**config.mk**
```make
export PLATFORM = sky130hd
export DESIGN_NAME = fetch_sequencer
export DESIGN_NICKNAME = d
export VERILOG_FILES = /design/src/rtl/fetch_sequencer.sv
export SDC_FILE = /design/constraint.sdc
export NUM_CORES = 1
export LEC_CHECK = 0
export BUFFER_PORTS_ARGS = -buffer_cell sky130_fd_sc_hd__buf_4
export CAP_MARGIN = 40
export CORE_MARGIN = 2
export CORE_UTILIZATION = 48
export CTS_CLUSTER_DIAMETER = 40
export CTS_CLUSTER_SIZE = 14
export DETAILED_ROUTE_END_ITERATION = 16
export PLACE_DENSITY = 0.77
export RECOVER_POWER = 25
export SLEW_MARGIN = 10
export SYNTH_ARGS = -nofsm -noshare
export SYNTH_HDL_FRONTEND = slang
export SYNTH_SLANG_ARGS = --single-unit
```
**constraint.sdc**
```tcl
create_clock -name Clk -period 2.25 [get_ports Clk]
set_input_delay 0 -clock Clk [delete_from_list [all_inputs] [get_ports Clk]]
set_output_delay 0 -clock Clk [all_outputs]
set_load 0.01 [all_outputs]
```
**src/rtl/fetch_sequencer.sv**
```systemverilog
// Fetch sequencer for the RV32I core: owns the PC, runs one instruction-memory
// fetch at a time and hands fetched words to decode over a valid/stall interface.
module fetch_sequencer #(
  parameter logic [31:0] RESET_VECTOR = 32'h0000_0000,
  parameter logic [31:0] TRAP_VECTOR  = 32'h0000_0100,
  parameter int          MAX_WAIT     = 16
) (
  input  logic        Clk,
  input  logic        Reset_n,
  input  logic        Redirect_Valid,
  input  logic [31:0] Redirect_Target,
  input  logic        Trap_Req,
  input  logic        Stall,
  output logic        IMem_Req,
  output logic [31:0] IMem_Addr,
  input  logic        IMem_Ready,
  input  logic [31:0] IMem_Rdata,
  output logic        Inst_Valid,
  output logic [31:0] Inst_Out,
  output logic [31:0] Inst_PC,
  output logic [31:0] PC_Out,
  output logic        Misalign_Fault,
  output logic        Timeout_Fault
);

  localparam logic [1:0] BOOT  = 2'd0;
  localparam logic [1:0] REQ   = 2'd1;
  localparam logic [1:0] HOLD  = 2'd2;
  localparam logic [1:0] FAULT = 2'd3;

  localparam logic [7:0] WAIT_LAST = 8'(MAX_WAIT - 1);

  logic [1:0]  state;
  logic [31:0] pc;
  logic [31:0] pend_target;
  logic        pend_valid;
  logic [7:0]  wait_cnt;
  logic        inst_valid;
  logic [31:0] inst_out;
  logic [31:0] inst_pc;
  logic        misalign;
  logic        timeout;

  logic        hold_inst;
  logic        req;
  logic        done;
  logic        flush;
  logic        bad_target;
  logic [31:0] new_pc;
  logic        new_misalign;
  logic        timeout_hit;

  // A presented instruction that decode is stalling on blocks the next request,
  // so the held word is never overwritten by a later completion.
  assign hold_inst    = inst_valid & Stall;
  assign req          = (state == REQ) & ~hold_inst;
  assign done         = req & IMem_Ready;
  assign flush        = Trap_Req | Redirect_Valid;
  assign bad_target   = (Redirect_Target[1:0] != 2'b00);
  assign new_pc       = (Trap_Req | bad_target) ? TRAP_VECTOR : Redirect_Target;
  assign new_misalign = ~Trap_Req & Redirect_Valid & bad_target;
  assign timeout_hit  = req & ~IMem_Ready & (wait_cnt == WAIT_LAST);

  always_ff @(posedge Clk or negedge Reset_n) begin
    if (!Reset_n) begin
      state       <= BOOT;
      pc          <= RESET_VECTOR;
      pend_target <= 32'h0;
      pend_valid  <= 1'b0;
      wait_cnt    <= 8'h0;
      inst_valid  <= 1'b0;
      inst_out    <= 32'h0;
      inst_pc     <= 32'h0;
      misalign    <= 1'b0;
      timeout     <= 1'b0;
    end else begin
      misalign <= 1'b0;
      case (state)
        BOOT: state <= REQ;
        REQ: begin
          if (done) begin
            wait_cnt <= 8'h0;
            if (flush) begin
              pc         <= new_pc;
              pend_valid <= 1'b0;
              inst_valid <= 1'b0;
              misalign   <= new_misalign;
            end else if (pend_valid) begin
              // Word fetched from the stale address is dropped.
              pc         <= pend_target;
              pend_valid <= 1'b0;
              inst_valid <= 1'b0;
            end else begin
              inst_out   <= IMem_Rdata;
              inst_pc    <= pc;
              inst_valid <= 1'b1;
              pc         <= pc + 32'd4;
              state      <= Stall ? HOLD : REQ;
            end
          end else if (req) begin
            inst_valid <= 1'b0;
            if (timeout_hit) begin
              state      <= FAULT;
              timeout    <= 1'b1;
              wait_cnt   <= 8'h0;
              pend_valid <= 1'b0;
            end else begin
              wait_cnt <= wait_cnt + 8'd1;
              if (flush) begin
                pend_target <= new_pc;
                pend_valid  <= 1'b1;
                misalign    <= new_misalign;
              end
            end
          end else if (flush) begin
            pc         <= new_pc;
            pend_valid <= 1'b0;
            inst_valid <= 1'b0;
            misalign   <= new_misalign;
          end else begin
            state <= HOLD;
          end
        end
        HOLD: begin
          if (flush) begin
            pc         <= new_pc;
            inst_valid <= 1'b0;
            misalign   <= new_misalign;
            state      <= REQ;
          end else if (!Stall) begin
            inst_valid <= 1'b0;
            state      <= REQ;
          end
        end
        FAULT: begin
          if (Trap_Req) begin
            pc      <= TRAP_VECTOR;
            timeout <= 1'b0;
            state   <= REQ;
          end
        end
        default: state <= BOOT;
      endcase
    end
  end

  assign IMem_Req       = req;
  assign IMem_Addr      = pc;
  assign PC_Out         = pc;
  assign Inst_Valid     = inst_valid;
  assign Inst_Out       = inst_out;
  assign Inst_PC        = inst_pc;
  assign Misalign_Fault = misalign;
  assign Timeout_Fault  = timeout;

endmodule

```
==> impl_metrics.ini <==
[sta]
setup_viol = 0
slew-limit-headroom_pct = 0.860
rsz0062_at_grt = no
fin_crit_ns = 2.12
finalMaxSlewViolations = 0
fmax_ghz = 0.471
worst_clock_skew_ns = 0.00620
totalNegativeSetupSlack_ns = 0
fin_crit_sh_pct = 94.4
worst_pin_slew_ns = 1.49
timing.final.hold_violations = 0
whs_ns = 0.315

[synthesis]
avgSynthCellArea_um2 = 8.93
yosysTopAreaCell = dfrtp_1
ys_warn_count = 0
yosysUniqueCellTypes = 68
yosys-top-cells-area = dfrtp_1, nand2_1, o21ai_0
synth_edf_count = 0
async_flop_share_pct = 100
synth_fp_nets = 901
yosysSeqAreaShare_pct = 48.2
synth_top_area_share_pct = 48.2
syn-instance-count = 825
synth_seq_cells = 142
syn_area_mm2 = 0.00737
synth_ff_type = dfrtp_1

[grt]
grt.overflow.total = 0
grt_pass1_wl_um = 36500
grt_start_max_net_pins = 63
antenna_found_initial = 2
grtUsageTotal_pct = 28.5
grt_pass1_vias = 7150

[clock_tree]
clk_pin_slew_worst_paths_ns = 0.06
tritoncts = built
numCtsBuffers = 17
clk_path_buf_depth = 2
cts-htree-levels = 4
cts_num_sinks = 142
worstSkewPairLatency_ns = 0.43
cts_root_buf = clkbuf_16

[detailed_routing]
routedWlPerCell_um = 17.6
ant_nets = 0
wl_um = 22800
viasPerCell = 5.55
drt_iter0_drc = 548
first_pass_iters = 5
drcViolationCount = 0
dr_total_vias = 7183

[critical_path]
worst_path_max_delay_cell = dfrtp_1
crit_family = compound AO/OA/AOI/OAI gates
crit_chain = ha_1 > a21bo_2 > inv_2 > buf_4 > and4_2 > and2_2 > a22oi_1 > o311ai_0
required_ns = 2.53
worstSetupEndpoint = IMem_Addr[24]
cp.arrival_ns = 2.41
cpPeakStageDelay_ns = 0.43
crit_path_end_kind = flip-flop
reg2regPathDepth = 8
crit_path_start = state[0]
r2r_end = IMem_Addr[24]
path_buf_inv = 2
critPathKind = flip-flop to flip-flop
path_depth = 8
path_max_fanout = 8
reg2reg_from = state[0]
cp-start-kind = flip-flop
rrSetupSlack_ns = 0.13

[finish]
nFillCells = 1161
drive_gt1_share_pct = 30.0
nets = 1168
final_cell_mix = buf_4, nand2_1, dfrtp_1
final_common_cell = buf_4
areaGrowthSynthToFinish_pct = 41.5

[floorplan]
dieHeight_um = 128
row_count = 45
coreArea_mm2 = 0.0151
dieArea_mm2 = 0.0164
fp.dieW_um = 128
start_util_pct = 48.8
io_pins = 202

[power]
ir_worst_vdd_uv = 657
p_leak_nw = 5.07
p_per_area_mw_per_mm2 = 1090

[placement]
dp_hpwl_um = 15300
globalplace.congestion = 0.921
io_buffers = 201

[job]
maxCapViolCount = 0

[min_path]
hold_class = input pin to flip-flop

[status]
status = completed
power breakdown:
group	leakage [nW]	switching, mW	internal, mW	total, mW
combinational	2.90	2.54	2.15	4.69
clock	0.283	1.15	1.70	2.84
sequential	1.89	0.556	3.28	3.84
total	5.07	4.24	7.14	11.4
flip-flops by register name, indices dropped and copies added (netlist names):
| signal | count |
|---|---|
| wait_cnt | 8 |
| Inst_PC | 32 |
| Inst_Out | 32 |
| pend_valid | 1 |
| Inst_Valid | 1 |
| Timeout_Fault | 1 |
| IMem_Addr | 32 |
| Misalign_Fault | 1 |
| pend_target | 32 |
| state | 2 |
worst min-delay path by stage:
| stage | start | end | slack, ns | cells past startpoint |
|---|---|---|---|---|
| 2_1_floorplan | Reset_n | IMem_Addr[0] | -0.30 | 0 |
| 3_3_place_gp | Reset_n | Misalign_Fault | 0.002 | 1 |
| 3_5_place_dp | Reset_n | Misalign_Fault | 0.007 | 1 |
| 4_1_cts | Reset_n | Misalign_Fault | 0.11 | 2 |
| 5_1_grt | IMem_Rdata[13] | Inst_Out[13] | 0.33 | 4 |
| 6_report | IMem_Rdata[6] | Inst_Out[6] | 0.31 | 4 |
timing repair:
action	4_1_cts	5_1_grt
hold buffers	69	0
setup buffers	0	1
setup endpoints to repair	0	21
hold endpoints to repair	146	0
gates resized for setup	0	2
tightest hold or removal path, delay by kind of cell:
| kind | cells | cell delay [ns] |
|---|---|---|
| simple gates | 2 | 0.09 |
| buf+inv | 2 | 0.63 |
cell type report:
type / count / area [µm²] / area share [%]
sequential: 142 / 3550 / 34.1
timing repair buffer: 328 / 2660 / 25.5
clock buffer: 20 / 457 / 4.38
antenna: 1 / 2.50 / 0.0240
multi-input combinational: 582 / 3300 / 31.7
clock inverter: 12 / 136 / 1.31
inverter: 21 / 78.8 / 0.756
tap: 188 / 235 / 2.26
cell usage after synthesis, drive strengths merged (4+ instances only):
cell type	count
nor2	35
o211ai	7
nor3	14
mux2	19
o21ai	83
a22oi	11
nor4	7
nand2	218
xnor2	8
clkbuf	34
buf	46
and3	12
dfrtp	142
o21a	6
inv	20
ha	6
a31oi	6
a21oi	24
mux2i	7
nand3	23
nand4	19
and2	5
nor2b	4
xor2	11
a221o	4
a32oi	10
cell families after synthesis:
family / count (synthesis) / synth area share [%]
flip-flops: 142 / 48.2
XOR/XNOR: 19 / 2.26
adder cells (fa/ha/maj): 6 / 1.02
multiplexers: 26 / 3.86
buffers and inverters: 101 / 7.10
AO/OA/AOI/OAI: 184 / 16.3
AND/OR/NAND/NOR: 347 / 21.2
per-stage QoR:
step / cell area [µm²] / setup WS, ns / total power [mW] / util (%) / instances
finish: 10400 / 0.126 / 11.4 / 69.1 / 1294
global route: 10400 / 0.0238 / 12.1 / 69.0 / 1293
CTS: 10400 / 0.107 / 11.3 / 69.0 / 1292
detailed placement: 9130 / 0.122 / 8.36 / 60.5 / 1191
global placement: 9130 / 0.205 / 8.26 / 60.5 / 1191
floorplan: 7370 / 0.142 / 6.24 / - / 825
routing by layer:
metal | track usage, % | wire length, µm | up-vias
met5 | 0 | 12 | -
met2 | 46.5 | 10800 | 356
li1 | - | - | 3377
met1 | 36.4 | 9490 | 3391
met3 | 6.59 | 1840 | 57
met4 | 12.5 | 625 | 2
Power figures use the tool's default switching activity.
